`src/rtl/cache_arbiter.sv`:
```
// cache_arbiter: shares one 256-bit line-level memory port between the
// I-cache miss path and the D-cache miss/writeback path.
//
// Ports:
//   clk, rst            clock and synchronous active-high reset
//   i_read/i_address    I-cache line read request (held until i_resp)
//   i_rdata/i_resp      line data / one-cycle completion to I-cache
//   d_read/d_write      D-cache line read / writeback request (held until d_resp)
//   d_address/d_wdata   D-cache line address / writeback data
//   d_rdata/d_resp      line data / one-cycle completion to D-cache
//   mem_read/mem_write  registered command to next level
//   mem_address/wdata   winner's address / data, latched on grant
//   mem_rdata/mem_resp  line data / completion from next level
//
// Build option: define ARB_ROUND_ROBIN_EN to alternate grants when both
// sides request in the same IDLE cycle; otherwise D always wins.
module cache_arbiter (
  input  logic         clk,
  input  logic         rst,
  input  logic         i_read,
  input  logic [31:0]  i_address,
  output logic [255:0] i_rdata,
  output logic         i_resp,
  input  logic         d_read,
  input  logic         d_write,
  input  logic [31:0]  d_address,
  input  logic [255:0] d_wdata,
  output logic [255:0] d_rdata,
  output logic         d_resp,
  output logic         mem_read,
  output logic         mem_write,
  output logic [31:0]  mem_address,
  output logic [255:0] mem_wdata,
  input  logic [255:0] mem_rdata,
  input  logic         mem_resp
);

  typedef enum logic [1:0] {IDLE, SERVE_I, SERVE_D, RELEASE} state_t;

  state_t state;
  logic   last_grant;  // 0 = I, 1 = D
  logic   d_req;
  logic   grant_d;

  assign d_req = d_read | d_write;

`ifdef ARB_ROUND_ROBIN_EN
  // On contention, hand the port to whoever did not get it last time.
  assign grant_d = d_req & (~i_read | ~last_grant);
`else
  assign grant_d = d_req;
`endif

  always_ff @(posedge clk) begin
    if (rst) begin
      state       <= IDLE;
      mem_read    <= 1'b0;
      mem_write   <= 1'b0;
      mem_address <= '0;
      mem_wdata   <= '0;
      last_grant  <= 1'b0;
    end else begin
      case (state)
        IDLE: begin
          if (grant_d) begin
            // read+write together is resolved as a writeback
            state       <= SERVE_D;
            mem_write   <= d_write;
            mem_read    <= ~d_write;
            mem_address <= d_address;
            mem_wdata   <= d_wdata;
            last_grant  <= 1'b1;
          end else if (i_read) begin
            state       <= SERVE_I;
            mem_read    <= 1'b1;
            mem_write   <= 1'b0;
            mem_address <= i_address;
            mem_wdata   <= '0;
            last_grant  <= 1'b0;
          end
        end
        SERVE_I, SERVE_D: begin
          if (mem_resp) begin
            mem_read  <= 1'b0;
            mem_write <= 1'b0;
            state     <= RELEASE;
          end
        end
        RELEASE: state <= IDLE;
        default: state <= IDLE;
      endcase
    end
  end

  // Completion is passed through combinationally, gated to the granted side;
  // mem_resp outside a SERVE state produces nothing.
  assign i_resp  = (state == SERVE_I) & mem_resp;
  assign d_resp  = (state == SERVE_D) & mem_resp;
  assign i_rdata = mem_rdata;
  assign d_rdata = mem_rdata;

`ifndef SYNTHESIS
  always_ff @(posedge clk) begin
    if (!rst && state == IDLE)
      assert (!(d_read && d_write))
        else $error("cache_arbiter: d_read and d_write both high, treated as write");
  end
`endif

endmodule
```
`config.mk`:
```
export PLATFORM = sky130hd
export DESIGN_NAME = cache_arbiter
export DESIGN_NICKNAME = d
export VERILOG_FILES = /design/src/rtl/cache_arbiter.sv
export SDC_FILE = /design/constraint.sdc
export NUM_CORES = 1
export LEC_CHECK = 0
export ABC_CLOCK_PERIOD_IN_PS = 1700
export CAP_MARGIN = 30
export CORE_AREA = 3 3 536 538
export CTS_CLUSTER_DIAMETER = 120
export DETAILED_ROUTE_END_ITERATION = 10
export DIE_AREA = 0 0 539 541
export PLACE_DENSITY = 0.3
export RECOVER_POWER = 50
export SLEW_MARGIN = 20
export SYNTH_ARGS = -nofsm -noshare
export SYNTH_HDL_FRONTEND = slang
export SYNTH_SLANG_ARGS = --single-unit
```
`constraint.sdc`:
```
create_clock -name clk -period 1.7 [get_ports clk]
set_input_delay 0.17 -clock clk [delete_from_list [all_inputs] [get_ports clk]]
set_output_delay 0.17 -clock clk [all_outputs]
set_load 0.02 [all_outputs]
```
* Word-level counts from Yosys, hierarchy flattened
Index checks and enable logic that the tools add are counted.
** Word-level totals
- Register bits after elaboration :: 292
- Input port bits :: 582
** Operators by class
- Equality and inequality tests :: 5
- Mux-type cells :: 15
- Bitwise logic cells :: 4
- Reduce and logical (&&, ||, !) cells :: 7
** Operators with widths (count)
- 2-to-1 mux 256 bit :: 2
- 2-to-1 mux 32 bit :: 2
- 2-to-1 mux 2 bit :: 3
- one-hot mux 2 bit (3 select lines) :: 1
- 2-to-1 mux 1 bit :: 5
- equality test 2 bit, second input constant :: 2
- one-hot mux 1 bit (2 select lines) :: 2
- AND reduction 2 bit :: 2
- nonzero test 2 bit :: 2
- inequality test 3 bit, second input constant :: 1
- AND reduction 3 bit :: 1
- AND 1 bit :: 2
- equality test 2 x 1 -> 1 bit, second input constant :: 1
- logical NOT 2 bit :: 1
- inequality test 2 bit, second input constant :: 1
- OR reduction 2 bit :: 1
- NOT 1 bit :: 1
- bitwise OR 1 bit :: 1

* Logic depth before layout (Yosys ltp)
Gate-level depths: netlist of the first run.
- Depth after elaboration :: 4
- Mapped depth :: 8

* Worst setup path before layout of the first run
No wires, ideal clock.
- Kind :: register to register
- Start :: register state[0]
- End :: register mem_wdata[100]
- Setup time :: 0.117 ns
- Arrival :: 1.459 ns
- Data required time :: 1.583 ns
- Path slack :: 0.124 ns
- Stages on the path, launching flop included :: 9
- Buffers on the path :: 3
- Period minus slack after synthesis :: 1.576 ns
- Cell sequence :: dfxtp_1 inv_1 ha_1 o21a_1 nor2b_1 buf_2 buf_6 buf_6 a22o_1
** Between the ends
- Cells in the longest elaborated chain, start to end :: 2
** Ends and longest elaborated chain
- from (decl) :: line 40 : state_t state;
- from (signal assigned) :: line 56 : state <= IDLE;
- from (signal assigned) :: line 67 : state <= SERVE_D;
- from (signal assigned) :: line 74 : state <= SERVE_I;
- logical NOT 2 bit :: line 63 : case (state)
- AND reduction 2 bit (no source line)
- to (signal assigned) :: line 71 : mem_wdata <= d_wdata;
- to (decl) :: line 33 : output logic [255:0] mem_wdata,
Every way passes these cells.
A chain may end at the register's enable or synchronous reset.

* Worst setup path in the final report of the first run
- Start :: register state[0]
- End :: register mem_wdata[47]
The elaborated chain is that of the path after synthesis.

==> results of run 1 <==
[cell usage in the layout (no fill, tap or decap), types with 2 or more instances in the layout]
cell             instances
a21oi_1                  2
a22o_1                 256
inv_16                   2
clkbuf_16               47
nor2_4                   2
clkbuf_1                 8
a311oi_1                31
buf_8                    6
bufinv_16                8
or4_1                    2
dlygate4sd2_1          136
buf_4                  138
inv_1                    2
dfxtp_2                  2
o21ai_0                 34
and2_4                   2
ha_4                     2
buf_6                   10
inv_2                    2
clkbuf_8                 8
nor2_1                  32
nand2_1                 32
diode_2                 28
clkdlybuf4s15_2         36
clkbuf_2                 2
buf_12                  24
buf_2                    3
clkdlybuf4s50_1        322
dfxtp_1                290
clkdlybuf4s15_1          8
[worst max-delay path, cell delays in order (launching register included)]
cell,delay [ns]
dfxtp_2,0.34
inv_2,0.04
ha_2,0.20
o21a_1,0.14
nor2b_4,0.14
buf_4,0.14
buf_12,0.16
buf_12,0.18
a22o_1,0.23
[worst min path at each step]
stage / to / slack, ns / cells past startpoint
6_report: mem_read / 0.11 / 3
4_1_cts: mem_address[17] / 0.03 / 3
3_5_place_dp: i_rdata[228] / 0.34 / 0
5_1_grt: mem_wdata[4] / 0.09 / 2
3_3_place_gp: i_rdata[228] / 0.34 / 0
2_1_floorplan: mem_wdata[100] / 0.30 / 1
[repair_timing]
| action | 4_1_cts | 5_1_grt |
|---|---|---|
| endpoints found under the hold margin | 0 | 0 |
| gates resized for setup | 281 | 23 |
| hold buffers | 0 | 0 |
| pin swaps | 2 | 7 |
| endpoints found under the setup margin | 430 | 218 |
| cloned | 1 | 10 |
| setup buffers | 0 | 4 |
[sequential cells by signal, summed over array words and instances, names as in the netlist]
| name | flops |
|---|---|
| mem_write | 1 |
| mem_address | 32 |
| mem_wdata | 256 |
| mem_read | 1 |
| state | 2 |
[where the power goes]
part / switching, W / leakage, nW / total (W) / internal, W
Combinational: 0.00910 / 4.75 / 0.0150 / 0.00593
Sequential: 0.00142 / 2.41 / 0.0102 / 0.00881
Clock: 0.00371 / 0.706 / 0.00958 / 0.00586
[per-layer routing]
metal / share of wire (%) / track usage (%)
met4: 4.3 / 3.48
met3: 19 / 8.40
met2: 48 / 16.4
met1: 29 / 7.81
met5: 0.19 / 0.674
[through the flow]
step | area, um^2 | power, W | TNS, ns | worst slack (ns)
CTS | 21800 | 0.0355 | -4.14 | -0.124
floorplan | 13500 | 0.0180 | 0 | 0.124
global placement | 20300 | 0.0259 | -41.17 | -0.192
global route | 22100 | 0.0369 | -17.45 | -0.118
finish | 22200 | 0.0348 | -3.63 | -0.0640
detailed placement | 20300 | 0.0259 | -42.28 | -0.209
[layout make-up]
cell class | count | share of cell area [%]
diodes | 28 | 0.316
clock buffers | 55 | 5.04
clock inverters | 15 | 1.55
inverters | 4 | 0.0678
multi-input cells | 407 | 14.3
flip-flops and latches | 292 | 26.4
well taps | 3743 | 21.1
repair buffers | 695 | 31.2
[logic make-up after synthesis]
group / share of synthesized area, %
buffers and inverters: 33.8
AO/OA/AOI/OAI: 20.4
AND/OR/NAND/NOR: 2.25
flip-flops: 43.2
multiplexers: 0.0739
adder cells (fa/ha/maj): 0.277
==> key figures, run 1 <==
Status
  – Status: finished, violations left
  – Violated checks: negative setup slack

Final layout
  – Register Area: 5850 um^2
  – Fin util: 7.84%
  – Fraction of layout cells with a size suffix above 1: 20.9%
  – Final cell count without fillers: 5,239
  – Post-layout nets: 2,024
  – Fillers: 32,900
  – P&R area growth vs syn: 63.7%
  – Area occupied by multi-input gates: 3180 um^2

CTS
  – CTS buffer count: 39
  – Clk slew on worst S/H paths: 0.07 ns
  – H-tree depth: 2
  – Root buffer cell: clkbuf_16
  – Clock Sinks: 292
  – CTS tree: yes
  – Insertion delay to the later sink of the worst-skew pair: 0.63 ns
  – Clk buf depth: 3

Detailed routing
  – DRT antenna net count: 0
  – TritonRoute pass-1 iters: 4
  – Final wirelength: 148,000 um
  – Post-route DRC: 0
  – DR iter-0 viols: 547
  – Wire per inst: 28.2 um
  – Vias: 10,600
  – Number of vias per cell: 2.02

Timing
  – Fin crit period: 1.76 ns
  – Fmax: 0.567 GHz
  – Slew Limit Fails: 0
  – Hold slack final: 0.113 ns
  – Clk_skew: 0.0410 ns
  – Final Setup Violations: 143
  – Unrepaired setup endpoints after global routing: true
  – Final hold vios: 0
  – Actual slew at the worst max-slew pin: 0.548 ns
  – Final period util: 104%
  – Worst Slack Setup Final: -0.0640 ns
  – Slew margin rel.: 63.6%

Yosys
  – EDFF count, synth: 0
  – Post-Syn Nets: 1,879
  – Sequential fraction of the synthesis area: 43.2%
  – Register bit total from synthesis: 292
  – Mapped Area: 13,500 um^2
  – Mean Syn Cell Area: 10.5 um^2
  – Netlist cell types: 24
  – Post-synth top area share: 43.2%
  – Cell with the most instances after synthesis: buf_4
  – Largest cells by area after synthesis: dfxtp_1 (43%), buf_4 (29%), a22o_1 (17%), buf_6 (4.5%), a311oi_1 (2.1%)
  – Syn. warnings: 0
  – Asr flop ratio synth: 0%
  – Area leader, netlist: dfxtp_1
  – Top cells by count, synth: buf_4 (514), dfxtp_1 (292), a22o_1 (256), buf_6 (54), o21ai_0 (34)
  – Mapped Cells: 1,294
  – Ys flop type: dfxtp_1

Critical path
  – Worst R2R End: mem_wdata[47]
  – Crit Reg-Reg Startpoint: state[0]
  – CP Class: register to register
  – Crit path to: mem_wdata[47]
  – Critical path launch point type: register
  – Crit end category: register
  – Worst Setup SP: state[0]
  – Reg2Reg Setup Slack: -0.06 ns
  – Crit path required time: 2.19 ns
  – Crit path arrival time: 2.25 ns
  – Critical path peak fanout: 18
  – Worst-case reg-to-reg path depth: 8

GRT
  – Largest net degree at the start of global routing: 40
  – First-pass GRT wire length: 172,000 um
  – GRT overflow: 0
  – Initial antenna violation count: 91
  – Vias in the first global route: 10,800
  – GR Util All Layers: 9.57%

Floorplanning
  – Die area: 292,000 um^2
  – Cell row count: 195
  – Initial Utilization: 4.79%
  – Die Y: 541 um
  – Core area: 283,000 um^2
  – Die width: 539 um
  – IO Pins: 1,386

Power and ir drop
  – Peak supply drop: 0.746 mV
  – PwrDens: 1570 nW/um^2
  – Pleak: 7.86 nW

Min path
  – Worst hold path type: primary input to register
  – Hold Startpoint: rst

Run
  – Maxcap violations: 0

Placed design
  – Dpl cells: 5,126
  – Gpl congestion: 0.750
  – HPWL after DPL: 133,000 um
  – Port Buffer Count: 617
(Power assumes the default switching activity.)
==> run 2: changes to the inputs <==
--- a/config.mk
+++ b/config.mk
@@ -7,10 +7,10 @@
 export LEC_CHECK = 0
 export ABC_CLOCK_PERIOD_IN_PS = 1700
 export CAP_MARGIN = 30
-export CORE_AREA = 3 3 536 538
+export CORE_AREA = 2 2 535 537
 export CTS_CLUSTER_DIAMETER = 120
 export DETAILED_ROUTE_END_ITERATION = 10
-export DIE_AREA = 0 0 539 541
+export DIE_AREA = 0 0 537 539
 export PLACE_DENSITY = 0.3
 export RECOVER_POWER = 50
 export SLEW_MARGIN = 20
==> key figures, run 2 (synthesis results as in run 1) <==
Floorplanning
  – Die Y: 539 um (-0.37%)
  – Cell row count: 196 (+0.51%)
  – Die area: 289,000 um^2 (-0.74%)
  – Die width: 537 um (-0.37%)
  – IO Pins: 1,386 (unchanged)
  – Core area: 284,000 um^2 (+0.51%)
  – Initial Utilization: 4.77% (-0.024 points)

Power and ir drop
  – PwrDens: 1600 nW/um^2 (+1.7%)
  – Pleak: 8.11 nW (+3.1%)
  – Peak supply drop: 0.626 mV (-16%)

Critical path
  – Crit path arrival time: 1.57 ns (-0.68 ns)
  – Critical path launch point type: register
  – CP peak stage delay: 0.33 ns (about the same)
  – Critical path buffer and inverter count: 3 (-1)
  – Cells along the critical path: inv_2, buf_6, ha_4, and2_4, buf_12
  – Crit Reg-Reg Startpoint: state[1]
  – Reg2Reg Setup Slack: 0 ns (+0.06 ns)
  – Worst R2R End: mem_wdata[74]
  – Worst path top cell family by delay: flip-flops
  – WP depth: 5 (-3)
  – Crit path required time: 1.53 ns (-0.66 ns)
  – Worst-case reg-to-reg path depth: 8 (unchanged)
  – Worst Setup SP: state[0]
  – CP Class: register to output pin
  – Slowest CP cell: dfxtp_2
  – Crit end category: output pin
  – Critical path peak fanout: 2 (-16)
  – Crit path to: d_resp

Timing
  – Fmax: 0.574 GHz (+1.2%)
  – Setup TNS: -0.0755 ns (+3.56 ns)
  – Final period util: 103% (-1.2 points)
  – Worst Slack Setup Final: -0.0434 ns (+0.0206 ns)
  – Final hold vios: 0 (unchanged)
  – Actual slew at the worst max-slew pin: 0.545 ns (-0.00297 ns)
  – Fin crit period: 1.74 ns (-0.0206 ns)
  – Slew Limit Fails: 0 (unchanged)
  – Hold slack final: 0.124 ns (+0.0100 ns)
  – Slew margin rel.: 63.8% (+0.20 points)
  – Final Setup Violations: 3 (-98%)
  – Unrepaired setup endpoints after global routing: true
  – Clk_skew: 0.0308 ns (-0.0101 ns)

CTS
  – Root buffer cell: clkbuf_16
  – CTS buffer count: 41 (+5.1%)
  – H-tree depth: 2 (unchanged)
  – Clk slew on worst S/H paths: 0.06 ns (about the same)
  – Insertion delay to the later sink of the worst-skew pair: 0.63 ns (about the same)
  – Clk buf depth: 3 (unchanged)
  – Clock Sinks: 292 (unchanged)
  – CTS tree: yes

Detailed routing
  – Wire per inst: 28.3 um (+0.20%)
  – Final wirelength: 148,000 um (+0.30%)
  – DRT antenna net count: 0 (unchanged)
  – WL met3: 30,400 um (+6.3%)
  – Max Used Layer: met5
  – Met2 WL: 67,900 um (-3.4%)
  – Number of vias per cell: 2.06 (+1.5%)
  – TritonRoute pass-1 iters: 5 (+1)
  – Vias: 10,800 (+1.6%)
  – Met1 wire length: 43,600 um (+2.8%)
  – DR iter-0 viols: 508 (-7.1%)
  – Post-route DRC: 0 (unchanged)

Placed design
  – Gpl congestion: 0.744 (-0.80%)
  – Pre-CTS WS: -0.242 ns (-0.0337 ns)
  – Port Buffer Count: 617 (unchanged)
  – HPWL after DPL: 132,000 um (-1.0%)

GRT
  – Largest net degree at the start of global routing: 43 (+7.5%)
  – GR Util All Layers: 9.74% (+0.17 points)
  – Initial antenna violation count: 74 (-19%)
  – GRT overflow: 0 (unchanged)
  – Vias in the first global route: 10,800 (-0.23%)
  – First-pass GRT wire length: 172,000 um (about the same)

Min path
  – Worst hold path type: primary input to register

Status
  – Status: finished, violations left
  – Violated checks: negative setup slack

Final layout
  – Post-layout nets: 2,033 (+0.44%)
  – Max reg flops: 256 (unchanged)
  – Commonest non-fill, non-tap cell in the layout: clkdlybuf4s50_1
  – Fraction of layout cells with a size suffix above 1: 21.7% (+0.78 points)
  – P&R area growth vs syn: 66.1%
  – Fin util: 7.92% (+0.073 points)
  – Most frequent cells in the layout: clkdlybuf4s50_1 (322), dfxtp_1 (287), a22o_1 (256)
  – Regs by FF count: mem_wdata: 256 flops, mem_address: 32 flops, state: 2 flops
  – Largest register by flop count: mem_wdata

Run
  – Maxcap violations: 0 (unchanged)
==> run 2: worst min-delay path by stage <==
stage / startpoint / endpoint / slack (ns) / cells past startpoint
after floorplan: d_wdata[100] / mem_wdata[100] / 0.30 / 1
after global placement: mem_rdata[23] / d_rdata[23] / 0.34 / 0
after detailed placement: mem_rdata[23] / d_rdata[23] / 0.34 / 0
after CTS: i_address[12] / mem_address[12] / 0.06 / 3
after global routing: d_wdata[115] / mem_wdata[115] / 0.09 / 2
final: i_address[12] / mem_address[12] / 0.12 / 3
==> run 2: per-layer routing <==
| layer | global-route usage, % | vias to the layer above |
|---|---|---|
| met4 | 3.59 | 2 |
| met3 | 8.72 | 350 |
| met2 | 16.1 | 1191 |
| li1 | - | 4371 |
| met1 | 8.26 | 4864 |
| met5 | 0.383 | - |
==> run 2: timing repair <==
item                                    4_1_cts  5_1_grt
hold buffers                                  1        0
setup buffers                                 6       10
resized for setup                           283       51
hold endpoints to repair                      2        0
pin swaps                                    61       80
endpoints found under the setup margin      417      267
gates cloned                                  9        7
==> run 2: final cells by class <==
type                       instances  area [um^2]
fill                           33000       262000
timing repair buffer             702         7210
sequential                       292         5850
tap                             3762         4710
multi-input combinational        407         3190
clock buffer                      57         1190
clock inverter                    18          310
inverter                           4         15.0
antenna                            2         5.00
==> run 2: power by group <==
group / leakage, nW / switching [W] / internal, W
logic: 4.97 / 0.00952 / 0.00637
clock network: 0.728 / 0.00391 / 0.00585
registers: 2.41 / 0.00147 / 0.00882
total: 8.11 / 0.0149 / 0.0210
==> run 2: tightest hold or removal path, cell delays in order <==
cell and delay [ns]:
clkdlybuf4s50_1 0.40, nand2_1 0.06, a311oi_1 0.07
==> run 2: metrics by stage <==
step	power [W]	cells	instance area [um^2]
after global routing	0.0381	5244	22500
after floorplan	0.0180	1294	13500
after CTS	0.0367	5235	22200
after global placement	0.0264	5145	20400
after detailed placement	0.0263	5145	20400
final	0.0360	5244	22500
